==> config.mk <==
export PLATFORM = sky130hd
export DESIGN_NAME = alu_seq_unit
export DESIGN_NICKNAME = d
export VERILOG_FILES = /design/src/rtl/alu_seq_unit.sv
export SDC_FILE = /design/constraint.sdc
export NUM_CORES = 1
export LEC_CHECK = 0
export CORE_MARGIN = 2
export CORE_UTILIZATION = 49
export CTS_CLUSTER_DIAMETER = 200
export DETAILED_ROUTE_END_ITERATION = 8
export PLACE_DENSITY = 0.86
export SLEW_MARGIN = 20
export SYNTH_ARGS = -nofsm -noshare
export SYNTH_HDL_FRONTEND = slang
export SYNTH_SLANG_ARGS = --single-unit
==> constraint.sdc <==
create_clock -name Clk -period 2.18 [get_ports Clk]
set_clock_uncertainty 0.1 [all_clocks]
set_input_delay 0.436 -clock Clk [delete_from_list [all_inputs] [get_ports Clk]]
set_output_delay 0.436 -clock Clk [all_outputs]
set_load 0.05 [all_outputs]
==> src/rtl/alu_seq_unit.sv <==
// rtl/alu_seq_unit.sv - request/response 64-bit ALU; iterative LSL/LSR built only with ALU_SEQ_SHIFT_EN
module alu_seq_unit #(
    parameter int WIDTH = 64
) (
    input  logic             Clk,
    input  logic             Reset,
    input  logic             ReqValid,
    output logic             ReqReady,
    input  logic [WIDTH-1:0] BusA,
    input  logic [WIDTH-1:0] BusB,
    input  logic [3:0]       ALUCtrl,
    output logic             RespValid,
    input  logic             RespReady,
    output logic [WIDTH-1:0] BusW,
    output logic             Zero,
    output logic             Busy
);

`ifdef ALU_SEQ_SHIFT_EN
    typedef enum logic [1:0] {S_IDLE = 2'd0, S_SHIFT = 2'd1, S_DONE = 2'd2} state_t;
`else
    typedef enum logic [1:0] {S_IDLE = 2'd0, S_DONE = 2'd2} state_t;
`endif

    state_t           r_state;
    logic [WIDTH-1:0] r_busw;
    logic             r_zero;
    logic             r_resp_valid;
    logic [WIDTH-1:0] w_result;

`ifdef ALU_SEQ_SHIFT_EN
    logic [WIDTH-1:0] r_work;
    logic [5:0]       r_cnt;
    logic             r_dir_right;
    logic             w_is_shift;
    logic [WIDTH-1:0] w_shifted;

    assign w_is_shift = (ALUCtrl == 4'b0011) || (ALUCtrl == 4'b0100);
    assign w_shifted  = r_dir_right ? (r_work >> 1) : (r_work << 1);
`endif

    // Undefined codes fall through to zero, which also makes Zero assert.
    always_comb begin
        w_result = '0;
        case (ALUCtrl)
            4'b0000: w_result = BusA & BusB;
            4'b0001: w_result = BusA | BusB;
            4'b0010: w_result = BusA + BusB;
            4'b0110: w_result = BusA - BusB;
            4'b0111: w_result = BusB;
            default: w_result = '0;
        endcase
    end

    always_ff @(posedge Clk or posedge Reset) begin
        if (Reset) begin
            r_state      <= S_IDLE;
            r_busw       <= '0;
            r_zero       <= 1'b0;
            r_resp_valid <= 1'b0;
`ifdef ALU_SEQ_SHIFT_EN
            r_work       <= '0;
            r_cnt        <= 6'd0;
            r_dir_right  <= 1'b0;
`endif
        end else begin
            case (r_state)
                S_IDLE: begin
                    if (ReqValid) begin
`ifdef ALU_SEQ_SHIFT_EN
                        if (w_is_shift) begin
                            r_work      <= BusA;
                            r_cnt       <= BusB[5:0];
                            r_dir_right <= (ALUCtrl == 4'b0100);
                            if (BusB[5:0] == 6'd0) begin
                                r_busw       <= BusA;
                                r_zero       <= (BusA == '0);
                                r_resp_valid <= 1'b1;
                                r_state      <= S_DONE;
                            end else begin
                                r_state <= S_SHIFT;
                            end
                        end else
`endif
                        begin
                            r_busw       <= w_result;
                            r_zero       <= (w_result == '0);
                            r_resp_valid <= 1'b1;
                            r_state      <= S_DONE;
                        end
                    end
                end
`ifdef ALU_SEQ_SHIFT_EN
                // Result and Zero are taken only from the final step, never mid-shift.
                S_SHIFT: begin
                    r_work <= w_shifted;
                    r_cnt  <= r_cnt - 6'd1;
                    if (r_cnt == 6'd1) begin
                        r_busw       <= w_shifted;
                        r_zero       <= (w_shifted == '0);
                        r_resp_valid <= 1'b1;
                        r_state      <= S_DONE;
                    end
                end
`endif
                S_DONE: begin
                    if (RespReady) begin
                        r_resp_valid <= 1'b0;
                        r_state      <= S_IDLE;
                    end
                end
                default: r_state <= S_IDLE;
            endcase
        end
    end

    assign ReqReady  = (r_state == S_IDLE) && !Reset;
    assign Busy      = (r_state != S_IDLE);
    assign RespValid = r_resp_valid;
    assign BusW      = r_busw;
    assign Zero      = r_zero;

endmodule

==> results of run 1 <==
## timing repair
action	4_1_cts
resized for setup	383
pin swaps	147
gates cloned	1
hold buffers	0
buffers inserted	95
endpoints found under the hold margin	0
setup endpoints to repair	65
## cell families after synthesis
family          count (synthesis)
xor+xnor                      109
flops                          66
fa+ha+maj                     130
buf+inv                       121
mux                             8
simple gates                  475
compound gates                492
## metal layers
layer,GRT overflow,global-route usage
met5,12,0.709
met4,240,1.03
met3,38,0.861
met2,382,1.06
met1,62,0.927
## metrics by stage
step | TNS, ps | utilization | instances
3_3_place_gp | -163830 | 0.808 | 2293
3_5_place_dp | -178270 | 0.808 | 2293
4_1_cts | -127900 | 0.919 | 2388
2_1_floorplan | -121950 | - | 1401
==> metrics.csv, run 1 <==
stage,metric,value,unit
clocking,clock-root-buffer,clkbuf_16,
logic_synthesis,syn_inst,1401,
logic_synthesis,syn_area,10200,sq um
floorplan,ios,204,
logic_synthesis,synth_edf_count,0,
logic_synthesis,yosysWarningCount,0,
placement,port-buffer-count,203,
logic_synthesis,synth-main-ff-cell,dfrtp_1,
logic_synthesis,syn_nets,1604,
logic_synthesis,synthAdderAreaFrac,0.145,
logic_synthesis,ys_types,81,
floorplan,fp.dieW,148,um
clocking,h-tree-depth,3,
logic_synthesis,synthTopCellsByCount,"142 x nand2_1, 129 x a21oi_1, 124 x o21ai_0",
clocking,cts_buffers,9,
logic_synthesis,synth_top_cell_by_area,dfrtp_1,
logic_synthesis,synth_top_cell_area_share,0.162,
placement,placed_cell_area,16400,sq um
global_routing,track_usage,0.958,
logic_synthesis,yosys.area_share.simple,0.234,
placement,gp_congestion,1.08,
logic_synthesis,synthTopCellsByArea,"dfrtp_1 16%, ha_1 8.1%, a21oi_1 6.3%",
logic_synthesis,synth_compound_area_frac,0.308,
floorplan,initial_core_util,0.502,
run_status,lastStage,global routing,
logic_synthesis,avgSynthCellArea,7.28,sq um
global_routing,grt_max_degree,91,
logic_synthesis,synth_most_common_cell,nand2_1,
clocking,cts_buffer_depth,2,
logic_synthesis,yosys.area_share.xor_xnor,0.0936,
logic_synthesis,muxShareOfSynthArea,0.00835,
run_status,tool.error,[ERROR GRT-0232] Routing congestion too high. Check the congestion heatmap in the GUI.,
floorplan,std_cell_rows,52,
logic_synthesis,yosysSeqAreaShare,0.162,
logic_synthesis,synth_top_family_by_area,compound AO/OA/AOI/OAI gates,
global_routing,grt_overflow,734,
run_status,outcome,aborted with a tool error,
placement,dpl_worst_slack,-4510,ps
clocking,clock_sinks,66,
logic_synthesis,async_reset_ff_frac,1.00,
floorplan,die_y,148,um
logic_synthesis,yosys_register_bits,66,
placement,hpwl,41500,um
==> inputs of run 2 (changes only) <==
--- a/config.mk
+++ b/config.mk
@@ -6,10 +6,9 @@
 export NUM_CORES = 1
 export LEC_CHECK = 0
 export CORE_MARGIN = 2
-export CORE_UTILIZATION = 49
-export CTS_CLUSTER_DIAMETER = 200
+export CORE_UTILIZATION = 40
 export DETAILED_ROUTE_END_ITERATION = 8
-export PLACE_DENSITY = 0.86
+export PLACE_DENSITY_LB_ADDON = 0.15
 export SLEW_MARGIN = 20
 export SYNTH_ARGS = -nofsm -noshare
 export SYNTH_HDL_FRONTEND = slang
==> constraint.sdc (replaced) <==
create_clock -name Clk -period 2.8 [get_ports Clk]
set_clock_uncertainty 0.1 [all_clocks]
set_input_delay 0.56 -clock Clk [delete_from_list [all_inputs] [get_ports Clk]]
set_output_delay 0.56 -clock Clk [all_outputs]
set_load 0.05 [all_outputs]
==> metrics.csv, run 2 <==
stage,metric,value,unit,change
run_status,outcome,"complete, but fails checks",,
run_status,violations,negative setup slack,,
global_routing,grt_pass1_vias,14300,,
critical_path,crit_fanout,5,,
timing,hold_viol,0,,
critical_path,cpPeakStageDelay,520,ps,
critical_path,crit_start,BusB[4],,
routing,ant_nets,0,,
logic_synthesis,syn_area,10200,sq um,unchanged
global_routing,grt_util_met2,0.595,,
placement,gp_congestion,1.00,,-7.5%
cells_and_area,layout_common_cells,"566 x buf_4, 179 x clkdlybuf4s50_1, 120 x nand2_1, 112 x buf_6, 98 x nor2_1",,
timing,setup_viol,61,,
clocking,h-tree-depth,3,,unchanged
global_routing,antenna_found_initial,0,,
critical_path,startpoint_type,input port,,
critical_path,end_kind,flip-flop,,
logic_synthesis,syn_nets,1604,,unchanged
timing,rsz0062_at_grt,yes,,
logic_synthesis,synth_top_cell_by_area,dfrtp_1,,
logic_synthesis,synth_top_cell_area_share,0.162,,unchanged
clocking,clock_sinks,66,,unchanged
critical_path,ff2ff_path_depth,8,,
timing,slew_headroom,0.361,,
cells_and_area,layout_commonest_cell,buf_4,,
floorplan,ios,204,,unchanged
critical_path,required,2920,ps,
routing,wl,59900,um,
cells_and_area,diodes,0,,
placement,placed_cell_area,16800,sq um,+2.7%
worst_hold_path,hold_depth,2,,
global_routing,use_met1,0.526,,
global_routing,track_usage,0.388,,
clocking,cts.clk_slew.worst_paths,50,ps,
floorplan,core,25100,sq um,
power,ir_drop,0.586,mV,
global_routing,grt_pass1_wl,80300,um,
timing,final.period_utilization,2.12,,
logic_synthesis,synth_edf_count,0,,unchanged
timing,slew_violations,0,,
floorplan,die_area,26800,sq um,
logic_synthesis,async_reset_ff_frac,1.00,,unchanged
critical_path,crit_arrival,6070,ps,
worst_hold_path,hold_class,flip-flop to flip-flop,,
floorplan,die_y,164,um,+10%
critical_path,r2r-start,RespValid$_DFFE_PP0P_,,
timing,setup_ws,-3140,ps,
clocking,cts_tree,done,,
power,p_leak,9.02,nW,
clocking,clk_latency,330,ps,
worst_hold_path,hold_path_startpoint,BusW[11]$_DFFE_PP0P_,,
cells_and_area,nets,2400,,
floorplan,std_cell_rows,58,,+12%
global_routing,grt_busiest_layer,met2,,
critical_path,slowest_stage,or4_1,,
logic_synthesis,synth-main-ff-cell,dfrtp_1,,
timing,tightest_slew,959,ps,
routing,drc,0,,
logic_synthesis,yosys_register_bits,66,,unchanged
critical_path,cp_cell_sequence,buf_6 -> or3_4 -> or3_4 -> nor3_4 -> nand2_2 -> nor2_4 -> nand3_4 -> or4_4 -> o41ai_4 -> xor2_1 -> ha_1 -> nand4_1 -> nor4_2 -> a22oi_1 -> nand3_1 -> nor3_4 -> buf_12 -> o21a_1 -> o21ai_2 -> a21boi_0 -> nand4_1 -> or4_1 -> or2_1 -> o41ai_2,,
clocking,cts_buffers,9,,unchanged
global_routing,met3_usage,0.115,,
clocking,clock-root-buffer,clkbuf_16,,
power,cellPowerDensity,391,nW/um^2,
worst_hold_path,whs_endpoint,BusW[11]$_DFFE_PP0P_,,
cells_and_area,layout-drive-gt1-share,0.505,,
placement,port-buffer-count,203,,unchanged
logic_synthesis,synthTopCellsByCount,"142 x nand2_1, 129 x a21oi_1, 124 x o21ai_0",,
timing,max_freq,168,MHz,
routing,wire_per_inst,23.7,um,
global_routing,grt_max_degree,90,,
placement,hpwl,40500,um,-2.4%
critical_path,worstSetupPathType,input port to flip-flop,,
logic_synthesis,yosysWarningCount,0,,unchanged
placement,dpl_worst_slack,-4070,ps,+439 ps
logic_synthesis,synthTopCellsByArea,"dfrtp_1 16%, ha_1 8.1%, a21oi_1 6.3%",,
routing,drt_first_pass_iters,8,,
routing,vias,15600,,
global_routing,grt_overflow,0,,
routing,drt_first_iter_violations,1696,,
logic_synthesis,yosysSeqAreaShare,0.162,,unchanged
timing,finalCriticalPeriod,5940,ps,
cells_and_area,layout-area-overhead-vs-synth,102,%,
critical_path,ff2ff_setup_slack,60,ps,
run,maxCapViolCount,0,,
floorplan,initial_core_util,0.406,,-0.0962
critical_path,r2r_end,Zero$_DFFE_PP0P_,,
clocking,cts_buffer_depth,2,,unchanged
cells_and_area,largest_reg_flops,64,,
logic_synthesis,synth_most_common_cell,nand2_1,,
logic_synthesis,ys_types,81,,unchanged
logic_synthesis,avgSynthCellArea,7.28,sq um,unchanged
floorplan,fp.dieW,164,um,+10%
clocking,hold_buffers,0,,unchanged
logic_synthesis,syn_inst,1401,,unchanged
cells_and_area,postLayoutCellArea,20600,sq um,
routing,vias_per_cell,6.15,,
-- run 2: what timing repair did --
| action | 4_1_cts | 5_1_grt |
|---|---|---|
| setup endpoints to repair | 62 | 62 |
| buffers inserted | 125 | 48 |
| gates resized for setup | 357 | 288 |
| pin swaps | 134 | 119 |
| cloned | 1 | 0 |
| hold endpoints to repair | 0 | 0 |
-- run 2: worst max-delay path by stage --
stage                       end  slack, ps
2_1_floorplan  Zero$_DFFE_PP0P_      -3040
3_3_place_gp   Zero$_DFFE_PP0P_      -3890
3_5_place_dp   Zero$_DFFE_PP0P_      -4070
4_1_cts        Zero$_DFFE_PP0P_      -3010
5_1_grt        Zero$_DFFE_PP0P_      -3330
6_report       Zero$_DFFE_PP0P_      -3140
-- run 2: report_power, final --
| group | internal [mW] | total (mW) | switching, mW |
|---|---|---|---|
| sequential | 1.12 | 1.24 | 0.120 |
| combinational | 2.59 | 5.68 | 3.09 |
| clock | 0.695 | 1.14 | 0.445 |
-- run 2: layout make-up --
class	count	area, sq um
clock buffer	9	225
clock inverter	7	76.3
fill	1576	4490
inverter	24	97.6
multi-input combinational	1215	10600
sequential	66	1650
tap	330	413
timing repair buffer	881	7600
-- run 2: logic make-up after synthesis --
| kind of cell | synth area share |
|---|---|
| AO/OA/AOI/OAI | 0.308 |
| XOR/XNOR | 0.0936 |
| adder cells (fa/ha/maj) | 0.145 |
| buffers and inverters | 0.0496 |
| flip-flops | 0.162 |
| multiplexers | 0.00835 |
| AND/OR/NAND/NOR | 0.234 |
-- run 2: worst max-delay path, delay by kind of cell --
| family | cells | cell delay, ps |
|---|---|---|
| AO/OA/AOI/OAI | 6 | 1250 |
| buffers and inverters | 2 | 240 |
| AND/OR/NAND/NOR | 14 | 3500 |
| adder cells (fa/ha/maj) | 1 | 410 |
| XOR/XNOR | 1 | 130 |
-- run 2: metal layers --
metal	part of all wire	up-vias
li1	-	6824
met1	0.39	7310
met2	0.44	1113
met3	0.11	319
met4	0.055	0
met5	0	-
-- run 2: metrics by stage --
stage | hold slack (ps) | setup TNS [ps] | power, mW | utilization | std cells
2_1_floorplan | 556 | -90260 | 3.47 | - | 1401
3_3_place_gp | 355 | -141780 | 5.56 | 0.671 | 2396
4_1_cts | 379 | -97750 | 7.27 | 0.762 | 2502
5_1_grt | 405 | -116860 | 8.35 | 0.821 | 2532
3_5_place_dp | 364 | -146480 | 5.60 | 0.671 | 2396
6_report | 384 | -110020 | 8.06 | 0.821 | 2532
Power figures use the tool's default switching activity.
